File: src/rtl/pwm_pkg.sv
// ============================================================================
//  Module      : pwm_pkg
//  Description : Shared state encoding, sample type and default sizing for
//                the PWM sample scheduler.
//  Revision    : 1.0
// ============================================================================
`default_nettype none

package pwm_pkg;

    typedef enum logic [1:0] {
        ST_IDLE = 2'd0,
        ST_FILL = 2'd1,
        ST_RUN  = 2'd2,
        ST_MUTE = 2'd3
    } state_t;

    typedef logic signed [15:0] sample_t;

    localparam int         c_default_period = 256;
    localparam int         c_default_depth  = 4;
    localparam logic [4:0] c_gain_unity     = 5'd16;

endpackage

`default_nettype wire

File: src/rtl/pwm_sample_fifo.sv
// ============================================================================
//  Module      : pwm_sample_fifo
//  Description : Show-ahead sample FIFO with flush and occupancy count.
//  Revision    : 1.0
// ============================================================================
`default_nettype none

module pwm_sample_fifo
    import pwm_pkg::*;
#(
    parameter  int DEPTH = c_default_depth,
    localparam int LW    = $clog2(DEPTH) + 1
) (
    input  logic          clk,
    input  logic          rst,
    input  logic          flush,
    input  logic          push,
    input  logic [15:0]   push_data,
    input  logic          pop,
    output logic [15:0]   head,
    output logic [LW-1:0] level
);

    localparam int            c_aw   = $clog2(DEPTH);
    localparam logic [LW-1:0] c_full = LW'(DEPTH);

    sample_t         r_mem [DEPTH];
    logic [c_aw-1:0] r_wr_ptr;
    logic [c_aw-1:0] r_rd_ptr;
    logic [LW-1:0]   r_level;

    logic w_push_ok;
    logic w_pop_ok;

    // An empty FIFO ignores pop, so a simultaneous push is stored, not bypassed.
    assign w_push_ok = push && (r_level != c_full);
    assign w_pop_ok  = pop && (r_level != '0);

    always_ff @(posedge clk) begin
        if (rst || flush) begin
            r_wr_ptr <= '0;
            r_rd_ptr <= '0;
            r_level  <= '0;
        end else begin
            if (w_push_ok) begin
                r_wr_ptr <= r_wr_ptr + c_aw'(1);
            end
            if (w_pop_ok) begin
                r_rd_ptr <= r_rd_ptr + c_aw'(1);
            end
            case ({w_push_ok, w_pop_ok})
                2'b10:   r_level <= r_level + LW'(1);
                2'b01:   r_level <= r_level - LW'(1);
                default: ;
            endcase
        end
    end

    always_ff @(posedge clk) begin
        if (w_push_ok) begin
            r_mem[r_wr_ptr] <= push_data;
        end
    end

    assign head  = r_mem[r_rd_ptr];
    assign level = r_level;

endmodule

`default_nettype wire

File: src/rtl/pwm_sample_sched.sv
// ============================================================================
//  Module      : pwm_sample_sched
//  Description : Frame-paced sample scheduler feeding a PWM modulator.
//                Define PWM_SCHED_RAMP_EN for the soft-mute gain ramp.
//  Revision    : 1.0
// ============================================================================
`default_nettype none

module pwm_sample_sched
    import pwm_pkg::*;
#(
    parameter  int PERIOD = c_default_period,
    parameter  int DEPTH  = c_default_depth,
    localparam int LW     = $clog2(DEPTH) + 1
) (
    input  logic          clk,
    input  logic          rst,
    input  logic          enable,
    input  logic          mute,
    input  logic          in_valid,
    input  logic [15:0]   in_data,
    output logic          in_ready,
    output logic [15:0]   pcm_out,
    output logic          frame_start,
    output logic          underrun,
    output logic [LW-1:0] level
);

    localparam int              c_cw   = $clog2(PERIOD);
    localparam logic [c_cw-1:0] c_last = c_cw'(PERIOD - 1);
    localparam logic [LW-1:0]   c_half = LW'(DEPTH / 2);
    localparam logic [LW-1:0]   c_full = LW'(DEPTH);

    state_t          r_state;
    logic [c_cw-1:0] r_cnt;
    sample_t         r_pcm;
    logic            r_frame_start;
    logic            r_underrun;

    logic [LW-1:0]   w_level;
    sample_t         w_head;
    sample_t         w_pcm_fetch;
    logic            w_fetch;
    logic            w_fill_done;
    logic            w_to_mute;
    logic            w_empty;
    logic            w_push;
    logic            w_pop;
    logic            w_flush;

    assign w_fetch     = (r_cnt == c_last);
    assign w_fill_done = (r_state == ST_FILL) && (w_level >= c_half);
    assign w_to_mute   = ((r_state == ST_RUN) || (r_state == ST_MUTE)) && mute;
    assign w_empty     = (w_level == '0);

    assign in_ready = (r_state != ST_IDLE) && (w_level < c_full);
    assign w_push   = in_valid && in_ready;
    assign w_flush  = !enable || (r_state == ST_IDLE);
    assign w_pop    = enable && w_fetch &&
                      ((r_state == ST_RUN) || (r_state == ST_MUTE) || w_fill_done);

    pwm_sample_fifo #(
        .DEPTH (DEPTH)
    ) u_fifo (
        .clk       (clk),
        .rst       (rst),
        .flush     (w_flush),
        .push      (w_push),
        .push_data (in_data),
        .pop       (w_pop),
        .head      (w_head),
        .level     (w_level)
    );

`ifdef PWM_SCHED_RAMP_EN
    logic [4:0]         r_gain;
    logic [4:0]         w_gain_next;
    logic signed [21:0] w_prod;

    // Gain follows the state being entered, so the first muted frame is already attenuated.
    always_comb begin
        w_gain_next = r_gain;
        if (w_to_mute) begin
            if (r_gain != 5'd0) begin
                w_gain_next = r_gain - 5'd1;
            end
        end else if (r_gain != c_gain_unity) begin
            w_gain_next = r_gain + 5'd1;
        end
    end

    assign w_prod      = w_head * $signed({1'b0, w_gain_next});
    assign w_pcm_fetch = w_empty ? r_pcm : sample_t'(w_prod >>> 4);

    always_ff @(posedge clk) begin
        if (rst) begin
            r_gain <= c_gain_unity;
        end else if (w_pop) begin
            r_gain <= w_gain_next;
        end
    end
`else
    assign w_pcm_fetch = w_to_mute ? sample_t'(0) : (w_empty ? r_pcm : w_head);
`endif

    always_ff @(posedge clk) begin
        if (rst || !enable) begin
            r_state       <= ST_IDLE;
            r_cnt         <= '0;
            r_pcm         <= '0;
            r_frame_start <= 1'b0;
            r_underrun    <= 1'b0;
        end else begin
            r_underrun <= 1'b0;
            if (r_state == ST_IDLE) begin
                // Counter stays at 0, so the first FILL cycle is a frame boundary.
                r_state       <= ST_FILL;
                r_frame_start <= 1'b1;
            end else begin
                r_cnt         <= r_cnt + c_cw'(1);
                r_frame_start <= w_fetch;
                if (w_fetch) begin
                    case (r_state)
                        ST_FILL: begin
                            if (w_fill_done) begin
                                r_state <= ST_RUN;
                                r_pcm   <= w_pcm_fetch;
                            end
                        end
                        ST_RUN, ST_MUTE: begin
                            r_state    <= mute ? ST_MUTE : ST_RUN;
                            r_pcm      <= w_pcm_fetch;
                            r_underrun <= (r_state == ST_RUN) && w_empty;
                        end
                        default: ;
                    endcase
                end
            end
        end
    end

    assign pcm_out     = r_pcm;
    assign frame_start = r_frame_start;
    assign underrun    = r_underrun;
    assign level       = w_level;

endmodule

`default_nettype wire

File: config.mk
export PLATFORM = sky130hd
export DESIGN_NAME = pwm_sample_sched
export DESIGN_NICKNAME = d
export VERILOG_FILES = /design/src/rtl/pwm_pkg.sv /design/src/rtl/pwm_sample_fifo.sv /design/src/rtl/pwm_sample_sched.sv
export SDC_FILE = /design/constraint.sdc
export NUM_CORES = 1
export LEC_CHECK = 0
export ABC_AREA = 1
export BUFFER_PORTS_ARGS = -buffer_cell sky130_fd_sc_hd__buf_2
export CAP_MARGIN = 20
export CORE_MARGIN = 4
export CORE_UTILIZATION = 50
export DETAILED_ROUTE_END_ITERATION = 8
export GPL_ROUTABILITY_DRIVEN = 0
export MAX_ROUTING_LAYER = met4
export PLACE_DENSITY = 0.8
export RECOVER_POWER = 100
export REMOVE_ABC_BUFFERS = 1
export SYNTH_ARGS = -nofsm -noshare
export SYNTH_HDL_FRONTEND = slang
export SYNTH_HIERARCHICAL = 1
export SYNTH_SLANG_ARGS = --single-unit
File: constraint.sdc
create_clock -name clk -period 3.2 [get_ports clk]
set_clock_uncertainty 0.2 [all_clocks]
set_input_delay 0.64 -clock clk [delete_from_list [all_inputs] [get_ports clk]]
set_output_delay 0.64 -clock clk [all_outputs]
set_load 0.1 [all_outputs]
# After elaboration in Yosys (flattened, before gate mapping)
# Memories as Yosys holds them, arrays and structs flattened. A register that Yosys moved wholly into a read port is not among the register bits.
# Index checks and enable logic that the tools add are counted.
dict set report op_classes {
  n_addsub 5
  magnitude_cmp 2
  n_eq_ne 9
  muxes 15
  bitwise_logic 3
  n_reduce_logical 29
}
# op count
set op_table {}
lappend op_table {{$mux W16} 3}
lappend op_table {{$pmux W16 S2} 1}
lappend op_table {{$logic_and A1 B1 Y1} 9}
lappend op_table {{$add A8 B1 Y8 const B} 1}
lappend op_table {{$eq A8 B8 Y1 const B} 1}
lappend op_table {{$reduce_bool A2 Y1} 4}
lappend op_table {{$eq A2 B2 Y1 const B} 3}
lappend op_table {{$mux W1} 6}
lappend op_table {{$mux W2} 3}
lappend op_table {{$pmux W3 S2} 1}
lappend op_table {{$reduce_and A3 Y1} 2}
lappend op_table {{$reduce_bool A3 Y1} 2}
lappend op_table {{$logic_or A1 B1 Y1} 5}
lappend op_table {{$add A2 B1 Y2 const B} 2}
lappend op_table {{$eq A2 B1 Y1 const B} 2}
lappend op_table {{$pmux W2 S2} 1}
lappend op_table {{$reduce_and A4 Y1} 1}
lappend op_table {{$reduce_or A2 Y1} 2}
lappend op_table {{$reduce_or A4 Y1} 1}
lappend op_table {{$add A3 B1 Y3 const B} 1}
lappend op_table {{$ge A3 B2 Y1 const B} 1}
lappend op_table {{$logic_not A3 Y1} 1}
lappend op_table {{$lt A3 B3 Y1 const B} 1}
lappend op_table {{$ne A3 B2 Y1 const B} 1}
lappend op_table {{other kinds (6)} 8}
dict set report totals {
  regBits 35
  mem_bits_rw 64
  in_bits 21
  out_inout_bits 22
  wordCells 73
  memories 1
}
# memory depth word_bits rd rd_ports_with_merged_regs write_ports line_no
set memory_table {}
lappend memory_table {u_fifo.r_mem 4 16 1 1 1 pwm_sample_fifo.sv:27} ;# sample_t r_mem [DEPTH];

# Logic depth before layout (Yosys ltp)
dict set report depth {
  word_depth 7
  ltp_mapped 16
}

# Hierarchy
# The synthesis kept the hierarchy.
# module n_inst cells_each area_per_inst_um2 seq_area_each_um2
set modules_own_cells {}
lappend modules_own_cells {pwm_sample_fifo 1 224 2842.7 2102.0}
lappend modules_own_cells {pwm_sample_sched 1 217 1437.6 560.5}

# Worst setup path after synthesis
# OpenSTA, ideal clock, no wires.
dict set report synth_timing {
  kind {flip-flop to output port}
  start {register u_fifo.r_level[2] (netlist: u_fifo/level[2])}
  end {output in_ready}
  t_arrival_ns 2.092
  t_required_ns 2.360
  path_slack_ns 0.268
  path_stages_with_launch 2
  path_buffers 0
  path_cell_list {dfxtp_1 -> nor2_1}
}
dict set report synth_between {
  elab_chain_len 2
}
# element line_no
set synth_rtl {}
lappend synth_rtl {{start: declaration} pwm_sample_fifo.sv:30} ;# logic [LW-1:0] r_level;
lappend synth_rtl {{start signal: assignment} pwm_sample_fifo.sv:52} ;# 2'b10: r_level <= r_level + LW'(1);
lappend synth_rtl {{start signal: assignment} pwm_sample_fifo.sv:53} ;# 2'b01: r_level <= r_level - LW'(1);
lappend synth_rtl {{$lt A3 B3 Y1} pwm_sample_sched.sv:56} ;# assign in_ready = (r_state != ST_IDLE) && (w_level < c_full);
lappend synth_rtl {{$logic_and A1 B1 Y1} pwm_sample_sched.sv:56}
lappend synth_rtl {{end: declaration} pwm_sample_sched.sv:22} ;# output logic in_ready,
# No other way between the ends.

# Worst setup path in the final report
dict set report layout_timing {
  start {register r_cnt[0]}
  end {register u_fifo.r_level[2] (netlist: u_fifo/level[2])}
}
dict set report layout_between {
  elab_chain_len 6
  word_cells_on_any_way 8
}
# element line_no
set layout_rtl {}
lappend layout_rtl {{start: declaration} pwm_sample_sched.sv:35} ;# logic [c_cw-1:0] r_cnt;
lappend layout_rtl {{start signal: assignment} pwm_sample_sched.sv:120} ;# r_cnt <= r_cnt + c_cw'(1);
lappend layout_rtl {{$eq A8 B8 Y1 (*)} pwm_sample_sched.sv:51} ;# assign w_fetch = (r_cnt == c_last);
lappend layout_rtl {{$logic_and A1 B1 Y1 (*) (2 in a row)} pwm_sample_sched.sv:59} ;# assign w_pop = enable && w_fetch &&
lappend layout_rtl {{via w_pop} pwm_sample_sched.sv:48} ;# logic w_pop;
lappend layout_rtl {{$logic_and A1 B1 Y1 (*)} pwm_sample_fifo.sv:37} ;# assign w_pop_ok = pop && (r_level != '0);
lappend layout_rtl {{via u_fifo.w_pop_ok} pwm_sample_fifo.sv:33} ;# logic w_pop_ok;
lappend layout_rtl {{$eq A2 B1 Y1 or $eq A2 B2 Y1 (tied branches)} pwm_sample_fifo.sv:51} ;# case ({w_push_ok, w_pop_ok})
lappend layout_rtl {{$pmux W3 S2 or $reduce_bool A2 Y1 (tied branches)} --}
# The timed path passes the listed nets; every way through them passes the cells marked *.
# A chain may end at the register's enable or synchronous reset.

==> impl_metrics.json <==
{
  "overflow": 0,
  "path_class": "reg2reg",
  "dpl.cell_count": 580,
  "wl_mm": 8.19,
  "yosysSeqAreaShare": 0.622,
  "synth_cell_types": 30,
  "power_mw": 2.23,
  "core-area_sq_mm": 0.00826,
  "instances_no_fill": 596,
  "antenna_cells": 0,
  "post_dp_cell_area_sq_mm": 0.00456,
  "power.density_mw_per_mm2": 477,
  "max_stage_delay_ns": 0.38,
  "via_per_inst": 5.11,
  "ys_ff_latch": 101,
  "drtIter0Drc": 208,
  "die_h_microns": 101,
  "rsz0062_at_grt": "no",
  "grt_pass1_wl_mm": 13.4,
  "grt_pass1_vias": 2956,
  "syn_area_per_cell_sq_um": 9.71,
  "leakage_nw": 1.84,
  "h-tree-depth": 3,
  "clkLatencyLatePin_ns": 0.35,
  "startpoint": "r_cnt[0]",
  "start_util": 0.518,
  "crit_path_cell_trace": "ha_1, nand2_1, inv_1, nand4_1, nor3_1, nand2_1, inv_1, ha_1, inv_1, fa_1, inv_1, nand2_1, nand3_1, nand2_1, nand2_1, nor2_1",
  "rows": 33,
  "num_vias": 3048,
  "worstPathMaxFanout": 5,
  "cpMostUsedCell": "nand2_1",
  "timing.rr.start": "r_cnt[0]",
  "layout.nets": 514,
  "seq_area_sq_mm": 0.00266,
  "crit_path_end_kind": "register",
  "final-hold-violation-count": 0,
  "vdd_drop_max_mv": 0.257,
  "drv_slew": 0,
  "syn_area_sq_mm": 0.00428,
  "setup_viol": 0,
  "drive_gt1_frac": 0.0652,
  "max_freq_ghz": 0.359,
  "dp_hpwl_mm": 5.17,
  "worstMarginPinSlew_ns": 1.18,
  "finalCritPeriodShare": 0.871,
  "clk_path_buf_depth": 2,
  "antenna_found_initial": 0,
  "grt_use_total": 0.175,
  "die_area_sq_mm": 0.0101,
  "io_buffers": 42,
  "final_cell_area_sq_mm": 0.00468,
  "boundaryPins": 43,
  "numCtsBuffers": 9,
  "hold_class": "reg2reg",
  "worstSetupStartpointType": "register",
  "slew_headroom": 0.219,
  "cp_slowest_cell": "dfxtp_1",
  "ctsResizeCount": 0,
  "cts_tree": "done",
  "yosysWarnings": 6,
  "arrival_ns": 2.84,
  "wl_per_cell_microns": 13.7,
  "drt-pass1-iter-count": 4,
  "maxCapViolCount": 0,
  "cts_root_buf": "clkbuf_8",
  "multi_input_area_sq_mm": 0.00127,
  "clock-sinks": 101,
  "post-route-min-period_ns": 2.79,
  "ant_nets": 0,
  "status": "complete, no violations",
  "area_delta_synth_final_pct": 9.27,
  "fin_setup_tns_ns": 0,
  "holdBufCountCts": 0,
  "path_clk_slew_ns": 0.09,
  "cts_setup_buffers": 0,
  "min-delay-start": "pcm_out[2]",
  "syn_inst": 441,
  "drc": 0,
  "crit_required_ns": 3.25,
  "fill_cells": 732,
  "fp.dieW_microns": 101,
  "grt_max_degree": 34
}
==> sequential cells by signal, summed over array words and instances (netlist names), named ones only <==
name / flops
u_fifo/r_rd_ptr: 2
frame_start: 1
u_fifo/level: 3
u_fifo/r_mem: 64
pcm_out: 16
r_state: 2
underrun: 1
u_fifo/r_wr_ptr: 2
r_cnt: 8
==> Yosys cell counts <==
cell type	instances	area share
a21oi_1	12	0.014
nor3_1	4	0.0047
ha_1	6	0.018
o21bai_1	1	0.0018
fa_1	1	0.0047
buf_2	7	0.0082
nand2_1	61	0.053
o21ai_1	28	0.033
inv_1	58	0.051
nor2_8	1	0.0047
nor2_1	99	0.087
nand3_1	9	0.011
nand4_1	2	0.0029
nand3_4	2	0.0082
xor2_1	1	0.0020
nand2_2	1	0.0015
inv_2	5	0.0044
o22ai_1	16	0.023
buf_4	2	0.0035
nor3b_1	1	0.0018
nor2_2	5	0.0073
nand2_4	2	0.0053
edfxtp_1	64	0.45
xnor2_1	1	0.0020
buf_6	4	0.011
clkbuf_8	1	0.0032
clkinv_1	1	0.00088
a211oi_1	1	0.0018
dfxtp_1	37	0.17
o21ai_0	8	0.0094
==> cell families (layout without fill, tap and decap cells) <==
kind of cell    Yosys count  in the layout  share of synthesized area
simple gates            187            187                      0.187
buf+inv                  78            128                     0.0816
compound gates           66             66                     0.0830
flops                   101            101                      0.622
fa+ha+maj                 7              7                     0.0222
xor+xnor                  2              2                    0.00409
==> per-stage QoR <==
| stage | setup WS, ns | hold WS, ns | util |
|---|---|---|---|
| floorplan | 0.268 | 0.265 | - |
| global route | 0.217 | 0.335 | 0.566 |
| finish | 0.413 | 0.314 | 0.566 |
| global placement | 0.580 | 0.292 | 0.552 |
| CTS | 0.473 | 0.281 | 0.575 |
| detailed placement | 0.517 | 0.296 | 0.552 |
==> layer usage <==
metal | vias to the layer above | global-route usage | share of wire
met5 | - | - | 0
met4 | 0 | 0.0705 | 0.018
met3 | 14 | 0.0298 | 0.052
met2 | 82 | 0.297 | 0.49
met1 | 1429 | 0.207 | 0.44
li1 | 1523 | - | -
==> layout by cell type, fill, tap and decap left out, types with 3 or more instances in the layout <==
cell / count
a21oi_1: 12
inv_2: 3
inv_1: 60
edfxtp_1: 64
buf_2: 3
o21ai_1: 24
clkbuf_8: 9
o22ai_1: 16
nor3_1: 4
nor2_2: 5
nor2_1: 99
ha_1: 6
nand2_1: 62
nand3_1: 9
clkbuf_1: 45
dfxtp_1: 37
o21ai_0: 12
==> cell type report <==
class,count,share of cell area
flip-flops and latches,101,0.569
multi-input cells,262,0.271
inverters,64,0.0514
repair buffers,48,0.0396
well taps,105,0.0281
clock buffers,10,0.0273
clock inverters,6,0.0136
==> worst max-delay path, delay by kind of cell, from the launching register on <==
kind | cells | cell delay, ns
simple gates | 9 | 1.02
fa+ha+maj | 3 | 0.73
flops | 1 | 0.38
buf+inv | 4 | 0.36
==> power by group <==
| part | total [mW] | leakage, nW | switching, mW | internal [mW] |
|---|---|---|---|---|
| registers | 1.39 | 0.877 | 0.00346 | 1.39 |
| logic | 0.0663 | 0.869 | 0.0492 | 0.0171 |
| clock network | 0.771 | 0.0923 | 0.411 | 0.360 |
==> worst paths after layout <==
kind / slack (ns) / to / depth (start not counted)
setup / recovery: 0.41 / u_fifo/level[2] / 16
setup reg to reg: 0.41 / u_fifo/level[2] / 16
hold reg to reg: 0.31 / pcm_out[2] / 4
hold / removal: 0.31 / pcm_out[2] / 4
Power figures use the tool's default switching activity.
